<file path="config.mk">
export PLATFORM = sky130hd
export DESIGN_NAME = axi_wr_protocol_monitor_flat
export DESIGN_NICKNAME = d
export VERILOG_FILES = /design/src/rtl/axi_wr_protocol_monitor_if.sv /design/src/rtl/axi_wr_protocol_monitor.sv /design/src/flat_wrapper.sv
export SDC_FILE = /design/constraint.sdc
export NUM_CORES = 1
export LEC_CHECK = 0
export ABC_AREA = 1
export CORE_ASPECT_RATIO = 1.2
export CORE_UTILIZATION = 42
export DETAILED_ROUTE_END_ITERATION = 8
export PLACE_DENSITY = 0.87
export SKIP_CTS_REPAIR_TIMING = 1
export SLEW_MARGIN = 10
export SYNTH_ARGS = -nofsm -noshare
export SYNTH_HDL_FRONTEND = slang
export SYNTH_SLANG_ARGS = --single-unit
export TNS_END_PERCENT = 1
</file>
<file path="constraint.sdc">
create_clock -name clk -period 3.1 [get_ports clk]
set_input_delay 0.62 -clock clk [delete_from_list [all_inputs] [get_ports clk]]
set_output_delay 0.62 -clock clk [all_outputs]
set_load 0.005 [all_outputs]
</file>
<file path="src/rtl/axi_wr_protocol_monitor_if.sv">
// AXI write-channel bundle (AW/W/B) shared by masters, slaves and monitors.
// Monitors attach through the all-input monitor modport.
interface axi_wr_protocol_monitor_if #(
  parameter int ADDR_WIDTH = 32,
  parameter int DATA_WIDTH = 128
);
  logic                    awvalid;
  logic                    awready;
  logic [ADDR_WIDTH-1:0]   awaddr;
  logic [7:0]              awlen;
  logic                    wvalid;
  logic                    wready;
  logic                    wlast;
  logic [DATA_WIDTH-1:0]   wdata;
  logic [DATA_WIDTH/8-1:0] wstrb;
  logic                    bvalid;
  logic                    bready;
  logic [1:0]              bresp;

  modport master (
    output awvalid, awaddr, awlen,
    output wvalid, wdata, wstrb, wlast,
    output bready,
    input  awready, wready, bvalid, bresp
  );

  modport slave (
    input  awvalid, awaddr, awlen,
    input  wvalid, wdata, wstrb, wlast,
    input  bready,
    output awready, wready, bvalid, bresp
  );

  modport monitor (
    input awvalid, awready, awaddr, awlen,
    input wvalid, wready, wlast, wdata, wstrb,
    input bvalid, bready, bresp
  );
endinterface

</file>
<file path="src/rtl/axi_wr_protocol_monitor.sv">
// Passive AXI write-channel protocol monitor with sticky error capture.
// Optional payload stability checking: AXI_MON_STABILITY_CHECK_EN.
module axi_wr_protocol_monitor #(
  parameter int ADDR_WIDTH      = 32,
  parameter int DATA_WIDTH      = 128,
  parameter int TIMEOUT_CYCLES  = 100,
  parameter int MAX_OUTSTANDING = 4,
  parameter int CNT_WIDTH       = 16
) (
  input  logic                 clk,
  input  logic                 rst,
  axi_wr_protocol_monitor_if.monitor axi,
  input  logic                 err_clear,
  output logic                 protocol_error,
  output logic [3:0]           error_code,
  output logic [15:0]          error_vec,
  output logic [CNT_WIDTH-1:0] error_count,
  output logic [$clog2(MAX_OUTSTANDING):0] outstanding
);

  localparam int PW  = $clog2(MAX_OUTSTANDING);
  localparam int QW  = PW + 1;
  localparam int TW  = $clog2(TIMEOUT_CYCLES + 1);
  localparam int PBW = 16;

  localparam logic [TW-1:0] T_LAST =
    TW'(TIMEOUT_CYCLES - 1);
  localparam logic [TW-1:0] T_MAX =
    TW'(TIMEOUT_CYCLES);
  localparam logic [QW-1:0] Q_FULL =
    QW'(MAX_OUTSTANDING);

  localparam int E_AW_STUCK  = 1;
  localparam int E_W_STUCK   = 2;
  localparam int E_B_STUCK   = 3;
  localparam int E_WL_EARLY  = 4;
  localparam int E_WL_MISS   = 5;
  localparam int E_W_NO_AW   = 6;
  localparam int E_B_NO_W    = 7;
  localparam int E_AW_OVF    = 8;
  localparam int E_B_ERR     = 9;
  localparam int E_STABILITY = 10;

  logic aw_hs;
  logic w_hs;
  logic b_hs;

  assign aw_hs = axi.awvalid && axi.awready;
  assign w_hs  = axi.wvalid && axi.wready;
  assign b_hs  = axi.bvalid && axi.bready;

  logic [7:0]    q_mem [MAX_OUTSTANDING];
  logic [PW-1:0] rd_ptr;
  logic [PW-1:0] wr_ptr;
  logic [QW-1:0] q_cnt;
  logic          q_empty;
  logic          q_full;

  assign q_empty = (q_cnt == '0);
  assign q_full  = (q_cnt == Q_FULL);

  logic [7:0]     beat;
  logic [PBW-1:0] pend_b;
  logic [PBW-1:0] pend_b_nxt;

  logic       have_len;
  logic       bypass;
  logic [7:0] cur_len;
  logic       w_track;
  logic       at_len;
  logic       burst_end;
  logic       pop;
  logic       push;
  logic       aw_ovf;

  // An empty queue lets a same-cycle AW supply the length directly.
  assign bypass   = q_empty && aw_hs;
  assign have_len = !q_empty || aw_hs;
  assign cur_len  = q_empty ? axi.awlen
                            : q_mem[rd_ptr];
  assign w_track  = w_hs && have_len;
  assign at_len   = (beat == cur_len);

  assign burst_end = w_track &&
                     (axi.wlast || at_len);
  assign pop  = burst_end && !q_empty;
  assign push = aw_hs &&
                !(bypass && burst_end) &&
                (!q_full || pop);
  assign aw_ovf = aw_hs && q_full && !pop;

  always_ff @(posedge clk) begin
    if (push) q_mem[wr_ptr] <= axi.awlen;
  end

  always_ff @(posedge clk or posedge rst) begin
    if (rst) begin
      rd_ptr <= '0;
      wr_ptr <= '0;
      q_cnt  <= '0;
    end else begin
      if (pop)  rd_ptr <= rd_ptr + PW'(1);
      if (push) wr_ptr <= wr_ptr + PW'(1);
      q_cnt <= q_cnt + QW'(push) - QW'(pop);
    end
  end

  assign outstanding = q_cnt;

  always_ff @(posedge clk or posedge rst) begin
    if (rst) begin
      beat <= '0;
    end else if (w_track) begin
      beat <= burst_end ? 8'd0 : beat + 8'd1;
    end
  end

  always_comb begin
    pend_b_nxt = pend_b;
    if (burst_end && pend_b != '1)
      pend_b_nxt = pend_b_nxt + PBW'(1);
    if (b_hs && pend_b_nxt != '0)
      pend_b_nxt = pend_b_nxt - PBW'(1);
  end

  always_ff @(posedge clk or posedge rst) begin
    if (rst) pend_b <= '0;
    else     pend_b <= pend_b_nxt;
  end

  logic [2:0]    stall;
  logic [2:0]    to_fire;
  logic [TW-1:0] to_cnt [3];

  assign stall[0] = axi.awvalid && !axi.awready;
  assign stall[1] = axi.wvalid  && !axi.wready;
  assign stall[2] = axi.bvalid  && !axi.bready;

  always_comb begin
    for (int i = 0; i < 3; i++)
      to_fire[i] = stall[i] && (to_cnt[i] == T_LAST);
  end

  // Counter parks at T_MAX so a long stall fires only once.
  always_ff @(posedge clk or posedge rst) begin
    if (rst) begin
      for (int i = 0; i < 3; i++) to_cnt[i] <= '0;
    end else begin
      for (int i = 0; i < 3; i++) begin
        if (!stall[i])
          to_cnt[i] <= '0;
        else if (to_cnt[i] != T_MAX)
          to_cnt[i] <= to_cnt[i] + TW'(1);
      end
    end
  end

  logic stab_err;

`ifdef AXI_MON_STABILITY_CHECK_EN
  logic [2:0]              stall_q;
  logic [ADDR_WIDTH-1:0]   awaddr_q;
  logic [7:0]              awlen_q;
  logic [DATA_WIDTH-1:0]   wdata_q;
  logic [DATA_WIDTH/8-1:0] wstrb_q;
  logic                    wlast_q;
  logic [1:0]              bresp_q;
  logic                    aw_bad;
  logic                    w_bad;
  logic                    b_bad;

  assign aw_bad = stall_q[0] &&
                  (!axi.awvalid ||
                   axi.awaddr != awaddr_q ||
                   axi.awlen  != awlen_q);
  assign w_bad  = stall_q[1] &&
                  (!axi.wvalid ||
                   axi.wdata != wdata_q ||
                   axi.wstrb != wstrb_q ||
                   axi.wlast != wlast_q);
  assign b_bad  = stall_q[2] &&
                  (!axi.bvalid ||
                   axi.bresp != bresp_q);
  assign stab_err = aw_bad || w_bad || b_bad;

  always_ff @(posedge clk or posedge rst) begin
    if (rst) begin
      stall_q  <= '0;
      awaddr_q <= '0;
      awlen_q  <= '0;
      wdata_q  <= '0;
      wstrb_q  <= '0;
      wlast_q  <= 1'b0;
      bresp_q  <= '0;
    end else begin
      stall_q  <= stall;
      awaddr_q <= axi.awaddr;
      awlen_q  <= axi.awlen;
      wdata_q  <= axi.wdata;
      wstrb_q  <= axi.wstrb;
      wlast_q  <= axi.wlast;
      bresp_q  <= axi.bresp;
    end
  end
`else
  logic unused_payload;
  assign unused_payload = ^{axi.awaddr,
                            axi.wdata,
                            axi.wstrb};
  assign stab_err = 1'b0;
`endif

  logic [15:0] err_now;
  logic        err_any;
  logic [3:0]  first_code;

  always_comb begin
    err_now              = '0;
    err_now[E_AW_STUCK]  = to_fire[0];
    err_now[E_W_STUCK]   = to_fire[1];
    err_now[E_B_STUCK]   = to_fire[2];
    err_now[E_WL_EARLY]  = w_track && axi.wlast &&
                           !at_len;
    err_now[E_WL_MISS]   = w_track && !axi.wlast &&
                           at_len;
    err_now[E_W_NO_AW]   = w_hs && !have_len;
    err_now[E_B_NO_W]    = axi.bvalid &&
                           (pend_b == '0);
    err_now[E_AW_OVF]    = aw_ovf;
    err_now[E_B_ERR]     = b_hs && axi.bresp[1];
    err_now[E_STABILITY] = stab_err;
  end

  assign err_any = |err_now;

  always_comb begin
    first_code = '0;
    for (int i = 15; i >= 1; i--)
      if (err_now[i]) first_code = 4'(i);
  end

  // A clear coinciding with a new error restarts capture from it.
  always_ff @(posedge clk or posedge rst) begin
    if (rst) begin
      protocol_error <= 1'b0;
      error_code     <= '0;
      error_vec      <= '0;
      error_count    <= '0;
    end else if (err_clear) begin
      protocol_error <= err_any;
      error_code     <= first_code;
      error_vec      <= err_now;
      error_count    <= CNT_WIDTH'(err_any);
    end else begin
      error_vec <= error_vec | err_now;
      if (err_any && !protocol_error) begin
        protocol_error <= 1'b1;
        error_code     <= first_code;
      end
      if (err_any && error_count != '1)
        error_count <= error_count + CNT_WIDTH'(1);
    end
  end

endmodule

</file>
<file path="src/flat_wrapper.sv">
// flat-port wrapper written by rule: the top's interface ports become plain ports
module axi_wr_protocol_monitor_flat 
#(
  parameter int ADDR_WIDTH      = 32,
  parameter int DATA_WIDTH      = 128,
  parameter int TIMEOUT_CYCLES  = 100,
  parameter int MAX_OUTSTANDING = 4,
  parameter int CNT_WIDTH       = 16
)
  (clk, rst, err_clear, protocol_error, error_code, error_vec, error_count, outstanding, axi_awvalid, axi_awready, axi_awaddr, axi_awlen, axi_wvalid, axi_wready, axi_wlast, axi_wdata, axi_wstrb, axi_bvalid, axi_bready, axi_bresp);
  axi_wr_protocol_monitor_if #(.ADDR_WIDTH(ADDR_WIDTH), .DATA_WIDTH(DATA_WIDTH)) axi_i ();
  input  logic clk;
  input  logic rst;
  input  logic err_clear;
  output logic protocol_error;
  output logic [3:0] error_code;
  output logic [15:0] error_vec;
  output logic [CNT_WIDTH-1:0] error_count;
  output logic [$clog2(MAX_OUTSTANDING):0] outstanding;
  input wire logic [$bits(axi_i.awvalid)-1:0] axi_awvalid;
  input wire logic [$bits(axi_i.awready)-1:0] axi_awready;
  input wire logic [$bits(axi_i.awaddr)-1:0] axi_awaddr;
  input wire logic [$bits(axi_i.awlen)-1:0] axi_awlen;
  input wire logic [$bits(axi_i.wvalid)-1:0] axi_wvalid;
  input wire logic [$bits(axi_i.wready)-1:0] axi_wready;
  input wire logic [$bits(axi_i.wlast)-1:0] axi_wlast;
  input wire logic [$bits(axi_i.wdata)-1:0] axi_wdata;
  input wire logic [$bits(axi_i.wstrb)-1:0] axi_wstrb;
  input wire logic [$bits(axi_i.bvalid)-1:0] axi_bvalid;
  input wire logic [$bits(axi_i.bready)-1:0] axi_bready;
  input wire logic [$bits(axi_i.bresp)-1:0] axi_bresp;
  assign axi_i.awvalid = axi_awvalid;
  assign axi_i.awready = axi_awready;
  assign axi_i.awaddr = axi_awaddr;
  assign axi_i.awlen = axi_awlen;
  assign axi_i.wvalid = axi_wvalid;
  assign axi_i.wready = axi_wready;
  assign axi_i.wlast = axi_wlast;
  assign axi_i.wdata = axi_wdata;
  assign axi_i.wstrb = axi_wstrb;
  assign axi_i.bvalid = axi_bvalid;
  assign axi_i.bready = axi_bready;
  assign axi_i.bresp = axi_bresp;
  axi_wr_protocol_monitor #(.ADDR_WIDTH(ADDR_WIDTH), .DATA_WIDTH(DATA_WIDTH), .TIMEOUT_CYCLES(TIMEOUT_CYCLES), .MAX_OUTSTANDING(MAX_OUTSTANDING), .CNT_WIDTH(CNT_WIDTH)) u_core (.clk(clk), .rst(rst), .axi(axi_i), .err_clear(err_clear), .protocol_error(protocol_error), .error_code(error_code), .error_vec(error_vec), .error_count(error_count), .outstanding(outstanding));
endmodule
</file>
==> results of run 1 <==
## final cells by class
cell class	count	area [µm²]
clock buffers	24	503
multi-input cells	661	3360
well taps	212	265
clock inverters	8	120
fillers	1320	7130
flip-flops and latches	114	3020
repair buffers	139	1270
inverters	142	544
## flip-flops by register name, summed over array words and instances, names as in the netlist
name and cells:
u_core.q_mem 32, u_core.to_cnt 21, u_core.error_count 16, u_core.pend_b 16, u_core.error_vec 9, u_core.beat 8
u_core.error_code 4, u_core.outstanding 3, u_core.rd_ptr 2, u_core.wr_ptr 2, u_core.protocol_error 1
## power by group through the flow
stage / logic, W / clock network, W / registers, W
finish: 0.00279 / 0.00208 / 0.00204
global route: 0.00308 / 0.00215 / 0.00206
floorplan: 0.00161 / 0 / 0.00198
global placement: 0.00235 / 0 / 0.00203
detailed placement: 0.00246 / 0 / 0.00204
CTS: 0.00253 / 0.00207 / 0.00202
## worst max path at each step
stage | cells past startpoint | slack [ns] | end | startpoint
6_report | 22 | -0.07 | u_core.pend_b[6]$_DFF_PP0_ | u_core.outstanding[0]$_DFF_PP0_
3_3_place_gp | 21 | -0.29 | u_core.pend_b[9]$_DFF_PP0_ | axi_awlen[0]
3_5_place_dp | 21 | -0.35 | u_core.pend_b[9]$_DFF_PP0_ | axi_awlen[0]
4_1_cts | 23 | -0.05 | u_core.pend_b[10]$_DFF_PP0_ | u_core.outstanding[0]$_DFF_PP0_
5_1_grt | 22 | -0.25 | u_core.pend_b[6]$_DFF_PP0_ | u_core.outstanding[0]$_DFF_PP0_
2_1_floorplan | 17 | 0.16 | u_core.q_mem[0][0]$_DFFE_PP_ | u_core.outstanding[1]$_DFF_PP0_
## worst reg2reg max path: stages, from the launching register on
cell,delay [ns]
dfrtp_1,0.41
nor2_2,0.13
nand2_1,0.10
buf_4,0.17
or2_2,0.29
nand2_1,0.07
nand2_1,0.06
nand2_2,0.08
nand2_1,0.07
nor2_1,0.10
nand2_1,0.12
nand2_2,0.18
nand3_4,0.16
nand2_1,0.11
nand2_1,0.10
nor2_1,0.21
nand2_2,0.11
nor2_2,0.14
nand2_2,0.08
nand2_4,0.14
clkbuf_16,0.17
nand2_1,0.06
nand2_1,0.08
## cell usage in the layout (no fill, tap or decap), types with 20 or more instances in the layout
cell / netlist / final
buf_4: 11 / 77
clkbuf_16: 0 / 20
clkdlybuf4s50_1: 0 / 51
dfrtp_1: 82 / 80
edfxtp_1: 32 / 32
inv_1: 139 / 135
nand2_1: 291 / 280
nand2_2: 16 / 26
nand3_1: 80 / 76
nor2_1: 91 / 82
nor3_1: 27 / 27
o21ai_0: 27 / 26
xor2_1: 34 / 34
## per-layer routing
metal  track usage [%]  vias to the layer above  wire (µm)
li1                  -                     3201          -
met1              24.0                     3208       7330
met3              4.11                       84       1070
met2              39.4                      287      10000
met5                 0                        -          0
met4              10.9                        0        919
## metrics by stage
step	total power (W)	instance area [µm²]
floorplan	0.00359	6970
global placement	0.00437	8180
detailed placement	0.00450	8180
CTS	0.00663	8800
global route	0.00729	9080
finish	0.00691	9080
## cell families (layout without fill, tap and decap cells)
| kind of cell | after synthesis | in the layout | synth area share, % |
|---|---|---|---|
| xor+xnor | 38 | 38 | 4.79 |
| fa+ha+maj | 19 | 19 | 3.53 |
| other cells | 1 | 7 | 0.0540 |
| buf+inv | 165 | 313 | 10.3 |
| flops | 114 | 114 | 43.4 |
| simple gates | 546 | 547 | 34.2 |
| compound gates | 50 | 50 | 3.82 |
## cell usage after synthesis (all sizes together), types with 3 or more instances
cell type / number
nand3b: 5
nand3: 82
a21oi: 15
o21ai: 28
ha: 18
nor4: 6
buf: 20
or2: 8
edfxtp: 32
xor2: 34
nand2: 308
clkbuf: 3
nand4: 9
nor2: 97
xnor2: 4
inv: 142
dfrtp: 82
nor3: 29
==> out/qor.yml, run 1 <==
post-route-period-util_pct: 102
syn_to_final_growth_pct: 30.8
dieArea_um2: 17100
whs_ns: 0.470
num_antenna_cells: 0
min-delay-start: "u_core.to_cnt[5]$_DFFE_PP0P_"
start_kind: "flip-flop"
critPathSlowestCell: "dfrtp_1"
gp_congestion: 0.962
fmax_mhz: 315
fin_nets: 1290
internal_power_w: 0.00431
setup_viol: 18
dp_cells: 1257
netSwitchingFraction_pct: 37.6
port_buffers: 51
grt_pass1_wl_um: 29400
insertion_delay_ns: 0.42
drcViolationCount: 0
drv_slew: 0
r2r_slack_ns: -0.07
pre_cts_ws_ns: -0.349
rows: 51
antenna_left: 0
ys.flop_type: "dfrtp_1"
path_max_fanout: 7
track_usage_pct: 21.6
yosysTopAreaCell: "dfrtp_1"
place_hpwl_um: 12400
hold_end: "u_core.to_cnt[5]$_DFFE_PP0P_"
p_per_area_nw_per_um2: 761
skew_ns: 0.00995
status: "finished with violations"
p_clk_share_pct: 30.1
critPathCaptureType: "flip-flop"
power_leakage_nw: 4.40
cts_buffers: 17
synth_area_um2: 6940
synth_area_leaders: "dfrtp_1, nand2_1, edfxtp_1"
ioPinCount: 236
worstPathRequired_ns: 3.46
wl_per_cell_um: 14.9
path_clk_slew_ns: 0.06
drive_gt1_share_pct: 16.7
async_flop_share_pct: 71.9
synth_top_area_share_pct: 29.6
syn_avg_cell_area_um2: 7.44
fin_crit_ns: 3.17
core_um2: 16200
htree_levels: 4
cts_sinks: 114
crit_top_cell: "nand2_1"
clockRootBuffer: "clkbuf_16"
synth_edf_count: 32
stdcell_count: 1300
grt_pass1_vias: 6453
setup-tns-final_ns: -0.723
cpLargestDelayFamily: "simple AND/OR/NAND/NOR gates"
hp-class: "reg -> reg"
initial_utilization_pct: 42.8
fin_util_pct: 56.0
worstPathCellList: "nor2_2 -> nand2_1 -> buf_4 -> or2_2 -> nand2_1 -> nand2_1 -> nand2_2 -> nand2_1 -> nor2_1 -> nand2_1 -> nand2_2 -> nand3_4 -> nand2_1 -> nand2_1 -> nor2_1 -> nand2_2 -> nor2_2 -> nand2_2 -> nand2_4 -> clkbuf_16 -> nand2_1 -> nand2_1"
p_switching_w: 0.00260
routed_wirelength_um: 19300
overflow: 0
critPathArrivalTime_ns: 3.53
grt_start_max_net_pins: 37
viasPerCell: 5.22
num_vias: 6780
finalHoldViolCount: 0
worstReg2RegStart: "u_core.outstanding[0]$_DFF_PP0_"
critPathKind: "reg -> reg"
critical_path_buf_inv_count: 2
worstRegToRegCells: 22
die-width_um: 119
vdd_ir_drop_max_mv: 0.422
yosysWarnings: 0
holdPathStages: 1
synth_cell_types: 40
dr.pass1.iters: 5
cts_tree: "yes"
clockBufferDepth: 2
cap_violations: 0
die_h_um: 143
synth-seq-cells: 114
combPwrFrac_pct: 40.4
slowest_delay_ns: 0.41
grt_antenna_before_repair: 0
rsz0062_at_grt: "yes"
setup_ws_ns: -0.0735
netlist_instances: 933
violations: "setup timing"
synth-seq-area-share_pct: 43.4
reg2reg_to: "u_core.pend_b[6]$_DFF_PP0_"
seq_power_share_pct: 29.5
drt_iter0_drc: 621
Power figures use the tool's default switching activity.
==> inputs of run 2 (changes only) <==
- GPL_ROUTABILITY_DRIVEN: default -> 0
- TNS_END_PERCENT: 1 -> default
==> run 2 against run 1 <==
Effect of this change: the flow still finishes with violations (setup timing); first-iteration DRC count up 17%; via count up 3.7%; cell area up 2.4%; clock-buffer cell count unchanged; cell count up 0.69%; sequential share of layout area down 0.79 points; clock skew up 0.0022 ns; sequential cell count unchanged; register-to-register slack better by 0.02 ns; sequential power about the same; utilization up 1.4 points.
==> out/qor.yml, run 2 (same netlist as run 1, synthesis figures left out) <==
dp_cells: 1257  # unchanged
viasPerCell: 5.37  # was 5.22
stdcell_count: 1309  # was 1300
num_antenna_cells: 0  # unchanged
drive_gt1_share_pct: 20.1  # was 16.7%
grt_pass1_vias: 6453  # unchanged
worstRegToRegCells: 23  # was 22
insertion_delay_ns: 0.43  # was 0.42 ns
cts_sinks: 114  # unchanged
largest_register_ffs: 32  # unchanged
violations: "setup timing"  # unchanged
core_um2: 16200  # unchanged
fin_nets: 1299  # was 1290
htree_levels: 4  # unchanged
dr.pass1.iters: 8  # was 5
critPathKind: "reg -> reg"  # unchanged
status: "finished with violations"  # unchanged
fin_util_pct: 57.4  # was 56.0%
wl_per_cell_um: 16.1  # was 14.9 µm
p_total_w: 0.00727  # was 0.00691 W
worstPathRequired_ns: 3.46  # about the same
fill_cells: 1266  # was 1320
final_common_cell: "nand2_1"  # unchanged
hp-class: "reg -> reg"  # unchanged
layout_common_cells: "nand2_1, inv_1, buf_4, dfrtp_1, nor2_1"  # was nand2_1, inv_1, nor2_1, dfrtp_1, buf_4
num_vias: 7030  # was 6780
cap_violations: 0  # unchanged
fin_crit_ns: 3.16  # was 3.17 ns
finalHoldViolCount: 0  # unchanged
routed_wirelength_um: 21100  # was 19300 µm
rsz0062_at_grt: "yes"  # unchanged
grt_start_max_net_pins: 37  # unchanged
setup_viol: 10  # was 18
skew_ns: 0.0122  # was 0.00995 ns
critPathArrivalTime_ns: 3.52  # was 3.53 ns
largest_register: "u_core.q_mem"  # unchanged
fmax_mhz: 317  # was 315 MHz
clockRootBuffer: "clkbuf_16"  # unchanged
overflow: 0  # unchanged
clockBufferDepth: 2  # unchanged
path_max_fanout: 7  # unchanged
antenna_left: 0  # unchanged
holdPathStages: 1  # unchanged
drcViolationCount: 0  # unchanged
drt_iter0_drc: 729  # was 621
track_usage_pct: 21.6  # unchanged
setup_ws_ns: -0.0566  # was -0.0735 ns
die_h_um: 143  # unchanged
power_leakage_nw: 4.47  # was 4.40 nW
p_per_area_nw_per_um2: 782  # was 761 nW/µm²
start_kind: "flip-flop"  # unchanged
rows: 51  # unchanged
cts_tree: "yes"  # unchanged
grt_antenna_before_repair: 0  # unchanged
syn_to_final_growth_pct: 34.0  # was 30.8%
vdd_ir_drop_max_mv: 0.518  # was 0.422 mV
grt_pass1_wl_um: 29400  # unchanged
post-route-period-util_pct: 102  # about the same
port_buffers: 51  # unchanged
die-width_um: 119  # unchanged
cts_buffers: 17  # unchanged
dieArea_um2: 17100  # unchanged
critPathCaptureType: "flip-flop"  # unchanged
reg_top3: "u_core.q_mem x32, u_core.to_cnt x21"  # unchanged
drv_slew: 0  # unchanged
place_hpwl_um: 12400  # unchanged
initial_utilization_pct: 42.8  # unchanged
ioPinCount: 236  # unchanged
path_clk_slew_ns: 0.06  # about the same
[run 2: cell types whose count changed in the layout (fill, tap and decap cells not counted), moves of 5 or more]
cell     delta
nor2_1      -5
buf_4       +6
nand2_4     +6
nand2_1    -16
nand2_2     +9
[run 2: routing by layer]
metal	vias up	global-route usage, %	wire length (µm)
li1	3221	-	-
met2	374	39.4	10800
met5	-	0	0
met3	132	4.11	1280
met1	3303	24.0	7700
met4	0	10.9	1290
[run 2: final timing paths]
check	end	from	slack, ns
max reg2reg	u_core.pend_b[6]$_DFF_PP0_	u_core.outstanding[0]$_DFF_PP0_	-0.06
min	u_core.to_cnt[5]$_DFFE_PP0P_	u_core.to_cnt[5]$_DFFE_PP0P_	0.47
max	u_core.pend_b[6]$_DFF_PP0_	u_core.outstanding[0]$_DFF_PP0_	-0.06
max in group asynchronous	u_core.rd_ptr[0]$_DFFE_PP0P_	rst	1.86
min reg2reg	u_core.to_cnt[5]$_DFFE_PP0P_	u_core.to_cnt[5]$_DFFE_PP0P_	0.47
min in group asynchronous	u_core.error_vec[9]$_DFF_PP0_	rst	0.53
[run 2: power breakdown]
group,internal (W),switching [W],total (W)
clock network,0.00138,0.000726,0.00210
registers,0.00179,0.000270,0.00206
logic,0.00128,0.00183,0.00311
[run 2: worst max-delay path: stages, from the launching register on]
cell and delay (ns):
dfrtp_1 0.41, nor2_2 0.14, nand2_2 0.11, buf_6 0.15, or2_1 0.23, nand2_1 0.07, nand2_1 0.04, nand2_1 0.10
nand2_1 0.08, nor2_2 0.10, nand2_1 0.09, nand2_2 0.16, buf_12 0.13, nand3_4 0.16, nand2_4 0.13, nand2_4 0.07
nor2_4 0.12, nand3_2 0.07, nor2_2 0.15, nand2_2 0.12, nand2_8 0.15, clkbuf_16 0.17, nand2_1 0.06, nand2_1 0.09
[run 2: layout make-up]
type	instances	area [µm²]	area share, %
inverter	142	552	5.93
clock inverter	8	120	1.29
clock buffer	24	503	5.41
tap	212	265	2.85
sequential	114	3020	32.4
timing repair buffer	147	1340	14.4
timing repair inverter	1	8.76	0.0942
multi-input combinational	661	3500	37.6
[run 2: through the flow]
step	cell area (µm²)	setup WS (ns)	hold slack, ns	setup TNS [ns]
floorplan	6970	0.162	0.433	0
global placement	8180	-0.286	0.448	-8.37
detailed placement	8180	-0.349	0.465	-12.90
CTS	8800	-0.0466	0.475	-0.153
global route	9300	-0.185	0.499	-6.16
finish	9300	-0.0566	0.475	-0.178
==> inputs of run 3 (changes only) <==
- CORE_UTILIZATION: 42 -> 29
- PLACE_DENSITY: 0.87 -> 0.66
==> run 3 against run 2 <==
Effect of this change: the flow now finishes without violations; cell area increased by 1.1%; clock skew down 0.0035 ns; global-route usage down 6.8 points; hold slack worse by 0.091 ns; sequential share of layout area is 0.37 points lower; highest routed layer unchanged; critical path depth increased by 1; setup slack better by 0.16 ns; first-iteration DRC count down 40%; power is 2.3% lower; sequential cell count unchanged.
==> out/qor.yml, run 3 (same netlist as run 1, synthesis figures left out) <==
finalHoldViolCount: 0  # unchanged
netSwitchingFraction_pct: 35.6  # was 38.9%
grt_pass1_vias: 6093  # was 6453
track_usage_pct: 14.9  # was 21.6%
ioPinCount: 236  # unchanged
critPathCaptureType: "flip-flop"  # unchanged
clockRootBuffer: "clkbuf_16"  # unchanged
vdd_ir_drop_max_mv: 0.262  # was 0.518 mV
die-width_um: 143  # was 119 µm
overflow: 0  # unchanged
fin_crit_ns: 2.99  # was 3.16 ns
drt_iter0_drc: 437  # was 729
hp-class: "in -> async"  # was reg -> reg
power_leakage_nw: 4.46  # was 4.47 nW
syn_to_final_growth_pct: 35.4  # was 34.0%
p_clk_share_pct: 31.5  # was 28.9%
cap_violations: 0  # unchanged
layout_common_cells: "nand2_1, inv_1, dfrtp_1, buf_4, nor2_1"  # was nand2_1, inv_1, buf_4, dfrtp_1, nor2_1
seq_power_share_pct: 28.4  # was 28.3%
setup_viol: 0  # was 10
largest_register: "u_core.q_mem"  # unchanged
grt_util_met1_pct: 17.1  # was 24.0%
setup_ws_ns: 0.105  # was -0.0566 ns
drv_slew: 0  # unchanged
final_common_cell: "nand2_1"  # unchanged
met3_usage_pct: 3.20  # was 4.11%
p_switching_w: 0.00253  # was 0.00283 W
worstPathRequired_ns: 3.41  # was 3.46 ns
grt_antenna_before_repair: 0  # unchanged
cts_buffers: 17  # unchanged
dr.pass1.iters: 5  # was 8
core_um2: 23400  # was 16200 µm²
routed_wirelength_um: 17700  # was 21100 µm
startpoint: "u_core.outstanding[1]$_DFF_PP0_"  # was u_core.outstanding[0]$_DFF_PP0_
port_buffers: 51  # unchanged
reg_top3: "u_core.q_mem x32, u_core.to_cnt x21"  # unchanged
die_h_um: 171  # was 143 µm
met2_usage_pct: 26.8  # was 39.4%
rsz0062_at_grt: "yes"  # unchanged
grt-busiest-layer: "met2"  # unchanged
endpoint: "u_core.pend_b[0]$_DFF_PP0_"  # was u_core.pend_b[6]$_DFF_PP0_
initial_utilization_pct: 29.7  # was 42.8%
critPathKind: "reg -> reg"  # unchanged
start_kind: "flip-flop"  # unchanged
reg2reg_to: "u_core.pend_b[0]$_DFF_PP0_"  # was u_core.pend_b[6]$_DFF_PP0_
rows: 61  # was 51
worstReg2RegStart: "u_core.outstanding[1]$_DFF_PP0_"  # was u_core.outstanding[0]$_DFF_PP0_
combPwrFrac_pct: 40.1  # was 42.8%
insertion_delay_ns: 0.42  # was 0.43 ns
status: "finished clean"  # was finished with violations
cts_sinks: 114  # unchanged
internal_power_w: 0.00458  # was 0.00445 W
stdcell_count: 1408  # was 1309
grt_start_max_net_pins: 56  # was 37
pre_cts_ws_ns: -0.355  # was -0.349 ns
path_clk_slew_ns: 0.06  # about the same
fill_cells: 2321  # was 1266
antenna_left: 0  # unchanged
dieArea_um2: 24600  # was 17100 µm²
grt_pass1_wl_um: 28300  # was 29400 µm
post-route-period-util_pct: 96.6  # was 102%
num_vias: 6339  # was 7030
critPathArrivalTime_ns: 3.30  # was 3.52 ns
cts_tree: "yes"  # unchanged
p_per_area_nw_per_um2: 756  # was 782 nW/µm²
fin_nets: 1295  # was 1299
skew_ns: 0.00868  # was 0.0122 ns
fmax_mhz: 334  # was 317 MHz
dp_cells: 1368  # was 1257
htree_levels: 4  # unchanged
largest_register_ffs: 32  # unchanged
worstRegToRegCells: 24  # was 23
path_max_fanout: 7  # unchanged
clockBufferDepth: 2  # unchanged
r2r_slack_ns: 0.11  # was -0.06 ns
drcViolationCount: 0  # unchanged
place_hpwl_um: 12800  # was 12400 µm
drive_gt1_share_pct: 18.8  # was 20.1%
viasPerCell: 4.50  # was 5.37
num_antenna_cells: 0  # unchanged
wl_per_cell_um: 12.6  # was 16.1 µm
-- run 3: worst min-delay path by stage --
stage | to | cells past startpoint
after floorplan | u_core.to_cnt[5]$_DFFE_PP0P_ | 1
after global placement | u_core.to_cnt[5]$_DFFE_PP0P_ | 1
after detailed placement | u_core.to_cnt[5]$_DFFE_PP0P_ | 1
after CTS | u_core.error_vec[5]$_DFF_PP0_ | 2
after global routing | u_core.error_vec[5]$_DFF_PP0_ | 2
final | u_core.error_vec[1]$_DFF_PP0_ | 2
-- run 3: metal layers --
metal | wire, µm | vias up
met3 | 707 | 28
met1 | 7650 | 2959
li1 | - | 3206
met4 | 331 | 0
met2 | 9050 | 146
met5 | 0 | -
-- run 3: final cells by class --
cell class              count  area, µm²  area share (%)
flip-flops and latches    114       3010            32.0
clock inverters             8        170            1.81
repair buffers            144       1320            14.0
clock buffers              24        513            5.46
well taps                 315        394            4.19
inverters                 142        539            5.74
multi-input cells         661       3450            36.7
-- run 3: worst max-delay path, cell delays in order (launching register included) --
cell and delay, ns:
dfrtp_1 0.40, nor2_4 0.15, nand2_4 0.11, clkbuf_16 0.17, or2_1 0.23, buf_4 0.13, nand3_1 0.07, nand2_1 0.06
nand2_1 0.07, nor2_2 0.05, nand3_2 0.09, nand2_4 0.10, buf_4 0.15, buf_4 0.12, nand3_1 0.11, nand2_4 0.08
nor2_4 0.12, nand3_2 0.07, nor2_2 0.14, nand2_2 0.08, nand2_4 0.08, inv_4 0.05, buf_6 0.13, nand2_2 0.06
nand2_2 0.05
-- run 3: power by group through the flow --
| stage | clock network (W) | registers [W] | logic [W] |
|---|---|---|---|
| detailed placement | 0 | 0.00203 | 0.00251 |
| global placement | 0 | 0.00202 | 0.00246 |
| floorplan | 0 | 0.00198 | 0.00161 |
| CTS | 0.00227 | 0.00201 | 0.00254 |
| finish | 0.00224 | 0.00202 | 0.00285 |
| global route | 0.00233 | 0.00205 | 0.00320 |
-- run 3: stage by stage --
step / power, W / area [µm²] / TNS, ns / hold slack (ns) / util [%]
2_1_floorplan: 0.00359 / 6970 / 0 / 0.433 / -
3_3_place_gp: 0.00448 / 8380 / -8.34 / 0.455 / 35.9
3_5_place_dp: 0.00454 / 8380 / -8.64 / 0.460 / 35.9
4_1_cts: 0.00681 / 9060 / -0.0114 / 0.376 / 38.8
5_1_grt: 0.00759 / 9400 / -0.960 / 0.390 / 40.3
6_report: 0.00711 / 9400 / 0 / 0.384 / 40.3
